## src/rtl/decode_operand_stage.sv

```systemverilog
// decode_operand_stage: decode/operand-fetch stage between the decode queue head
// and execute. Resolves operands per source channel by address comparison against
// the execute and writeback layers (falling back to the register file), interlocks
// on load-use hazards, and hands results to execute through a valid/ready interface
// backed by an output register plus one skid entry.
//
// Ports:
//   i_clk, i_rst                 clock, synchronous active-high reset
//   i_flush                      drop every held entry
//   i_in_valid / o_in_ready      queue-head handshake (o_in_ready is combinational)
//   i_in_payload                 opaque bundle, passed through unmodified
//   i_in_src_addr, i_in_src_use  per-channel source register address / read enable
//   i_gpr                        flattened architectural register file
//   i_exe_*                      instruction in execute: write enable, load flag, dest, result
//   i_wri_*                      per-writeback-layer write enable, dest, value
//   o_out_valid / i_out_ready    execute handshake
//   o_out_payload, o_out_src_addr, o_out_src_val  captured entry at the output
//   o_interlock_cnt              saturating count of load-use interlock cycles
module decode_operand_stage #(
  parameter int unsigned SRC_N      = 3,
  parameter int unsigned EW_LAYER   = 1,
  parameter int unsigned REG_W      = 64,
  parameter int unsigned REG_ADDR_W = 4,
  parameter int unsigned REG_N      = 16,
  parameter int unsigned PAYLOAD_W  = 128
) (
  input  logic                              i_clk,
  input  logic                              i_rst,
  input  logic                              i_flush,
  input  logic                              i_in_valid,
  output logic                              o_in_ready,
  input  logic [PAYLOAD_W-1:0]              i_in_payload,
  input  logic [SRC_N*REG_ADDR_W-1:0]       i_in_src_addr,
  input  logic [SRC_N-1:0]                  i_in_src_use,
  input  logic [REG_N*REG_W-1:0]            i_gpr,
  input  logic                              i_exe_wen,
  input  logic                              i_exe_is_load,
  input  logic [REG_ADDR_W-1:0]             i_exe_addr,
  input  logic [REG_W-1:0]                  i_exe_val,
  input  logic [EW_LAYER:0]                 i_wri_wen,
  input  logic [(EW_LAYER+1)*REG_ADDR_W-1:0] i_wri_addr,
  input  logic [(EW_LAYER+1)*REG_W-1:0]     i_wri_val,
  output logic                              o_out_valid,
  input  logic                              i_out_ready,
  output logic [PAYLOAD_W-1:0]              o_out_payload,
  output logic [SRC_N*REG_ADDR_W-1:0]       o_out_src_addr,
  output logic [SRC_N*REG_W-1:0]            o_out_src_val,
  output logic [31:0]                       o_interlock_cnt
);

  localparam int unsigned ADDR_BUS_W = SRC_N * REG_ADDR_W;
  localparam int unsigned VAL_BUS_W  = SRC_N * REG_W;

  typedef enum logic [1:0] {ST_EMPTY, ST_ONE, ST_FULL} buf_state_t;

  buf_state_t              r_state;
  logic                    r_out_valid;
  logic [PAYLOAD_W-1:0]    r_out_payload;
  logic [ADDR_BUS_W-1:0]   r_out_addr;
  logic [VAL_BUS_W-1:0]    r_out_val;
  logic [PAYLOAD_W-1:0]    r_skid_payload;
  logic [ADDR_BUS_W-1:0]   r_skid_addr;
  logic [VAL_BUS_W-1:0]    r_skid_val;
  logic [31:0]             r_cnt;

  logic [VAL_BUS_W-1:0]    w_sel_val;
  logic                    w_hazard;
  logic                    w_skid_valid;
  logic                    w_accept;

  // Operand selection and load-use detection per channel.
  // Layers are scanned from the oldest up so younger producers overwrite older ones.
  always_comb begin : operand_sel
    logic [REG_ADDR_W-1:0] v_a;
    logic [REG_W-1:0]      v_val;
    w_sel_val = '0;
    w_hazard  = 1'b0;
    v_a       = '0;
    v_val     = '0;
    for (int unsigned i = 0; i < SRC_N; i++) begin
      v_a   = i_in_src_addr[i*REG_ADDR_W +: REG_ADDR_W];
      v_val = i_gpr[int'(v_a)*REG_W +: REG_W];
      for (int k = int'(EW_LAYER); k >= 0; k--) begin
        if (i_wri_wen[k] && (i_wri_addr[k*REG_ADDR_W +: REG_ADDR_W] == v_a)) begin
          v_val = i_wri_val[k*REG_W +: REG_W];
        end
      end
      if (i_exe_wen && !i_exe_is_load && (i_exe_addr == v_a)) begin
        v_val = i_exe_val;
      end
      if (!i_in_src_use[i]) begin
        v_val = '0;
      end
      w_sel_val[i*REG_W +: REG_W] = v_val;
      if (i_in_src_use[i] && i_exe_wen && i_exe_is_load && (i_exe_addr == v_a)) begin
        w_hazard = 1'b1;
      end
    end
  end

  assign w_skid_valid = (r_state == ST_FULL);
  assign o_in_ready   = ~w_skid_valid & ~w_hazard & ~i_flush & ~i_rst;
  assign w_accept     = i_in_valid & o_in_ready;

  // Output/skid buffer control and interlock counter.
  always_ff @(posedge i_clk) begin
    if (i_rst) begin
      r_state        <= ST_EMPTY;
      r_out_valid    <= 1'b0;
      r_out_payload  <= '0;
      r_out_addr     <= '0;
      r_out_val      <= '0;
      r_skid_payload <= '0;
      r_skid_addr    <= '0;
      r_skid_val     <= '0;
      r_cnt          <= '0;
    end else begin
      if (i_in_valid && w_hazard && !w_skid_valid && !i_flush && (r_cnt != 32'hFFFF_FFFF)) begin
        r_cnt <= r_cnt + 32'd1;
      end
      if (i_flush) begin
        r_state     <= ST_EMPTY;
        r_out_valid <= 1'b0;
      end else begin
        case (r_state)
          ST_EMPTY: begin
            if (w_accept) begin
              r_state       <= ST_ONE;
              r_out_valid   <= 1'b1;
              r_out_payload <= i_in_payload;
              r_out_addr    <= i_in_src_addr;
              r_out_val     <= w_sel_val;
            end
          end
          ST_ONE: begin
            if (w_accept && i_out_ready) begin
              r_out_payload <= i_in_payload;
              r_out_addr    <= i_in_src_addr;
              r_out_val     <= w_sel_val;
            end else if (w_accept) begin
              // Output is stalled: park the new entry in the skid slot.
              r_state        <= ST_FULL;
              r_skid_payload <= i_in_payload;
              r_skid_addr    <= i_in_src_addr;
              r_skid_val     <= w_sel_val;
            end else if (i_out_ready) begin
              r_state     <= ST_EMPTY;
              r_out_valid <= 1'b0;
            end
          end
          ST_FULL: begin
            if (i_out_ready) begin
              r_state       <= ST_ONE;
              r_out_payload <= r_skid_payload;
              r_out_addr    <= r_skid_addr;
              r_out_val     <= r_skid_val;
            end
          end
          default: begin
            r_state     <= ST_EMPTY;
            r_out_valid <= 1'b0;
          end
        endcase
      end
    end
  end

  assign o_out_valid     = r_out_valid;
  assign o_out_payload   = r_out_payload;
  assign o_out_src_addr  = r_out_addr;
  assign o_out_src_val   = r_out_val;
  assign o_interlock_cnt = r_cnt;

endmodule

```

## config.mk

```make
export PLATFORM = sky130hd
export DESIGN_NAME = decode_operand_stage
export DESIGN_NICKNAME = d
export VERILOG_FILES = /design/src/rtl/decode_operand_stage.sv
export SDC_FILE = /design/constraint.sdc
export NUM_CORES = 2
export LEC_CHECK = 0
export ABC_CLOCK_PERIOD_IN_PS = 5500
export BUFFER_PORTS_ARGS = -buffer_cell sky130_fd_sc_hd__buf_4
export CORE_AREA = 4 4 682 684
export DETAILED_ROUTE_END_ITERATION = 8
export DIE_AREA = 0 0 686 688
export HOLD_SLACK_MARGIN = 0.08
export PLACE_DENSITY_LB_ADDON = 0.2
export SLEW_MARGIN = 0
export SYNTH_ARGS = -nofsm -noshare
export SYNTH_HDL_FRONTEND = slang
export SYNTH_SLANG_ARGS = --single-unit
```

## constraint.sdc

```tcl
create_clock -name i_clk -period 5.5 [get_ports i_clk]
set_clock_uncertainty 0.05 [all_clocks]
set_input_delay 0.275 -clock i_clk [delete_from_list [all_inputs] [get_ports i_clk]]
set_output_delay 0.275 -clock i_clk [all_outputs]
set_load 0.02 [all_outputs]
```

* Word level (Yosys, flattened, before mapping)
Cells that the tools add are included.
** Cells by class
- Equal/unequal tests :: 19
- $add $sub $neg :: 1
- Shift operators :: 3
- Reduce and logical (&&, ||, !) cells :: 34
- Mux-type cells :: 38
- Bitwise logic cells :: 9
** Operator list (number)
- 1024-bit by 11-bit variable part select with 64-bit output :: 3
- 64-bit 2-to-1 mux :: 12
- 192-bit 2-to-1 mux :: 3
- 192-bit one-hot mux with 3 select lines :: 1
- 128-bit 2-to-1 mux :: 3
- 128-bit one-hot mux with 3 select lines :: 1
- 4-bit == test :: 9
- 12-bit 2-to-1 mux :: 3
- 12-bit one-hot mux with 3 select lines :: 1
- 32-bit by 1-bit adder with 32-bit output, second input constant :: 1
- 32-bit != test, second input constant :: 1
- 1-bit logical AND :: 24
- 2-bit != test, second input constant :: 6
- 2-bit 2-to-1 mux :: 5
- 5-bit AND reduction :: 2
- 4-bit AND reduction :: 2
- 1-bit 2-to-1 mux :: 7
- 2-bit one-hot mux with 3 select lines :: 1
- 1-bit NOT :: 5
- 1-bit AND :: 4
- 1-bit logical NOT :: 3
- 3-bit != test, second input constant :: 1
- 1-bit one-hot mux with 3 select lines :: 1
- 3-bit nonzero test :: 1
- 4 further kinds :: 4
** Word-level totals
- Logic and storage cells :: 113
- Flip-flop bits (word level) :: 699
- Bits of input ports :: 1380

* Longest topological paths before layout
- Word-level depth :: 14
- Mapped depth :: 10

* Worst setup path before layout
OpenSTA, ideal clock, no wires.
- Path type :: register to register
- From :: register r_cnt[23], in the netlist o_interlock_cnt[23]
- To :: register r_cnt[1], in the netlist o_interlock_cnt[1]
- Required time :: 5.322 ns
- Library setup time :: 0.128 ns
- Slack :: 3.233 ns
- Buffers on the path :: 2
- Stages on the path, launching flop included :: 9
- Data arrival time :: 2.089 ns
- Cell sequence :: dfxtp_1 and4_4 nand4_4 or4b_4 o211ai_2 buf_4 buf_4 mux2i_1 nor2_1
** Between the ends
- Longest elaborated chain between the ends :: 2
** RTL lines
- start: declaration :: line 64 : logic [31:0] r_cnt;
- start signal: assignment :: line 119 : r_cnt <= r_cnt + 32'd1;
- 32-bit != test :: line 118 : if (i_in_valid && w_hazard && !w_skid_valid && !i_flush && (r_cnt != 32'hFFFF_FFFF)) begin
- 1-bit logical AND :: line 118
Every way passes these cells.
A chain may end at the register's enable or synchronous reset.

* Final worst setup path
- From :: input i_in_src_addr[0]
- To :: register r_skid_val[31]
** Between the ends
- Longest elaborated chain between the ends :: 13
- Elaborated cells between the ends (all ways) :: 23
- Those cells by class :: eq/ne: 3; shift: 1; mux: 7; bitwise: 6; reduce/logical: 6
** RTL lines
- start: declaration :: line 33 : input logic [SRC_N*REG_ADDR_W-1:0] i_in_src_addr,
- branches (longest 13 deep; another with 1024-bit by 11-bit variable part select with 64-bit output)
- end signal: assignment :: line 145 : r_skid_val <= w_sel_val;
- end: declaration :: line 63 : logic [VAL_BUS_W-1:0] r_skid_val;
Several ways; the timed one is not identified.

==> reports/metrics.cfg <==
[run_status]
outcome = finished clean

[drt]
via_count = 66600
dr.pass1.iters = 6
antenna_left = 0
wire_per_inst_um = 35.7
drc_errors = 0
via_per_inst = 4.69
dr.first_iter.drc_count = 7529
drt_wl_total_um = 507000

[final_layout]
fin_util_pct = 18.4
drive_gt1_share_pct = 36.4
multi_input_area_um2 = 39100
final_common_cell = buf_4
area_delta_synth_final_pct = 50.1
register_area_um2 = 14000
nFillCells = 51200
final_cell_mix = 1852 x buf_4, 1150 x nand2_1, 768 x mux4_2, 699 x dfxtp_1, 552 x a21oi_1
final_nets = 9224

[clocking]
path_clk_slew_ps = 60
cts_tree = yes
clock_latency_ps = 840
clock_sinks = 699
cts_root_buffer = clkbuf_16
cts_made_buffers = 101
cts_buffer_depth = 4
h-tree-depth = 3

[timing]
finalWorstSetupSlack_ps = 966
fin_crit_ps = 4530
drv_slew = 0
finalHoldViolations = 0
rsz0062_at_grt = false
finalSetupViolCount = 0
fmax_ghz = 0.221
setup_tns_ps = 0
worst_hold_slack_ps = 176
relSlewSlack_pct = 20.9
worstMarginPinSlew_ps = 1190
fin_crit_sh_pct = 82.4

[critical_path]
crit_type = in -> reg
r2r-end = r_skid_val[101]$_SDFFE_PP0P_
path_cells = dlygate4sd3_1 -> buf_8 -> xnor2_1 -> nand4_1 -> buf_12 -> o21ba_4 -> buf_12 -> a21oi_1 -> dlygate4sd3_1 -> nand3_1 -> dlygate4sd3_1 -> a21oi_1
cp_slowest_cell = o21ba_4
reg2reg_from = r_state[1]$_SDFFE_PP0P_
cp_max_fo = 70
critPathMaxStageDelay_ps = 750
start_kind = primary input
critical_path_buf_inv_count = 6
critical_path_depth = 12
cpMostUsedCell = dlygate4sd3_1
r2r_cells = 8
critical_path.top_delay_family = buffers and inverters
reg2reg_slack_ps = 2200
crit_required_ps = 6120
critPathCaptureType = flip-flop
worstPathArrival_ps = 5160

[grt]
gr-total-overflow = 0
grt_pass1_vias = 65300
grt_pass1_wl_um = 655000
track_usage_pct = 20.5
grt_start_max_net_pins = 151
antenna_found_initial = 251

[logic_synthesis]
yosys_warnings = 0
syn_area_um2 = 56200
syn_inst = 6057
synthDistinctLibCells = 59
synthArstFlopShare_pct = 0
synthesis.nets = 7438
synth-edff-count = 0
syn_area_per_cell_um2 = 9.27
yosysSeqAreaShare_pct = 24.9
ys.flop_type = dfxtp_1
synth_seq_cells = 699

[run]
max_cap_viol_count = 0

[pwr]
power_density_nw_per_um2 = 214
swShare_pct = 35.7
p_seq_share_pct = 29.7
clkPwrFrac_pct = 36.5
intPower_uw = 11600
p_sw_uw = 6440
p_total_uw = 18000
ir_worst_vdd_mv = 0.215
combPwrFrac_pct = 33.8
leakage_uw = 0.0293

[worst_hold_path]
hp-start = i_exe_val[29]
hold-path-cell-count = 5
min_path_type = in -> reg
worstHoldEndpoint = r_skid_val[93]$_SDFFE_PP0P_

[floorplan]
start_util_pct = 12.2
die_x_um = 686
die_y_um = 688
die-area_um2 = 472000
core_um2 = 459000
row_count = 249
io_pins = 1746

[place]
port_buffers = 1745
pre_cts_ws_ps = 1480
gp_congestion = 0.911
dp_hpwl_um = 398000

worst min-delay path: cells and delay by family:
kind	cells	cell delay, ps
buffers and inverters	1	100
AND/OR/NAND/NOR	1	110
AO/OA/AOI/OAI	3	520
worst max path at each step:
stage	startpoint	endpoint	slack, ps
2_1_floorplan	o_interlock_cnt[23]$_SDFFE_PP0P_	o_interlock_cnt[1]$_SDFFE_PP0P_	3230
3_3_place_gp	i_in_src_addr[9]	o_out_src_val[130]$_SDFFE_PP0P_	1450
3_5_place_dp	i_in_src_addr[0]	r_skid_payload[8]$_SDFFE_PP0P_	1480
4_1_cts	i_in_src_addr[0]	r_skid_val[45]$_SDFFE_PP0P_	1090
5_1_grt	i_in_src_addr[0]	r_skid_val[30]$_SDFFE_PP0P_	900
6_report	i_in_src_addr[0]	r_skid_val[31]$_SDFFE_PP0P_	970
Yosys cell counts (7+ instances only):
cell type / n / area (µm²)
a21oi_1: 552 / 2760
a221o_1: 192 / 1920
a22oi_1: 384 / 2880
a311oi_1: 330 / 2890
and2_1: 68 / 425
buf_1: 52 / 195
buf_2: 215 / 1080
buf_4: 37 / 278
buf_6: 22 / 248
clkbuf_1: 394 / 1480
dfxtp_1: 699 / 14000
inv_1: 7 / 26.3
mux4_2: 768 / 17300
nand2_1: 1153 / 4330
nand3_1: 402 / 2010
nand4_1: 13 / 81.3
nor2_1: 415 / 1560
nor2b_1: 10 / 62.6
o21ai_0: 19 / 95.1
o31ai_1: 197 / 1480
or3_1: 23 / 144
xnor2_1: 24 / 210
xor2_1: 14 / 123
power by group through the flow:
stage                     sequential (µW)  combinational (µW)  clock, µW
final                                5350                6090       6580
after global routing                 5360                6350       6960
after CTS                            5350                6080       6830
after detailed placement             5460                5780          0
after global placement               5460                5730          0
after floorplan                      5560                2600          0
cells by family after synthesis:
logic type | Yosys count | synth area share [%]
compound gates | 1698 | 21.8
xor+xnor | 38 | 0.593
fa+ha+maj | 1 | 0.0223
buf+inv | 727 | 5.88
flops | 699 | 24.9
mux | 771 | 30.9
simple gates | 2123 | 15.9
cell type report:
cell class | instances | share of cell area, %
diodes | 137 | 0.407
repair buffers | 2403 | 23.7
clock inverters | 25 | 0.264
inverters | 7 | 0.0341
multi-input cells | 4631 | 46.4
flip-flops and latches | 699 | 16.6
clock buffers | 147 | 3.51
well taps | 6149 | 9.12
sequential cells by signal, summed over array words and instances (netlist names):
register         cells
o_out_src_val      192
r_skid_val         192
o_out_payload      128
r_skid_payload     128
o_interlock_cnt     32
o_out_src_addr      12
r_skid_addr         12
r_state              2
o_out_valid          1
through the flow:
| stage | cell area, µm² | std cells |
|---|---|---|
| 3_3_place_gp | 75900 | 13400 |
| 3_5_place_dp | 75900 | 13400 |
| 5_1_grt | 84200 | 14200 |
| 2_1_floorplan | 56200 | 6057 |
| 6_report | 84300 | 14200 |
| 4_1_cts | 84000 | 14100 |
per-layer routing:
metal	wire [µm]	part of all wire [%]	track usage (%)
met4	29200	5.8	10.8
met3	47900	9.4	6.42
met2	234000	46	32.9
met5	695	0.14	0
met1	196000	39	24.4
repair_timing:
| action | 4_1_cts | 5_1_grt |
|---|---|---|
| endpoints found under the setup margin | 0 | 0 |
| resized for setup | 0 | 0 |
| hold endpoints to repair | 677 | 0 |
| hold buffers | 491 | 0 |
| buffers inserted | 0 | 0 |
Power figures use the tool's default switching activity.
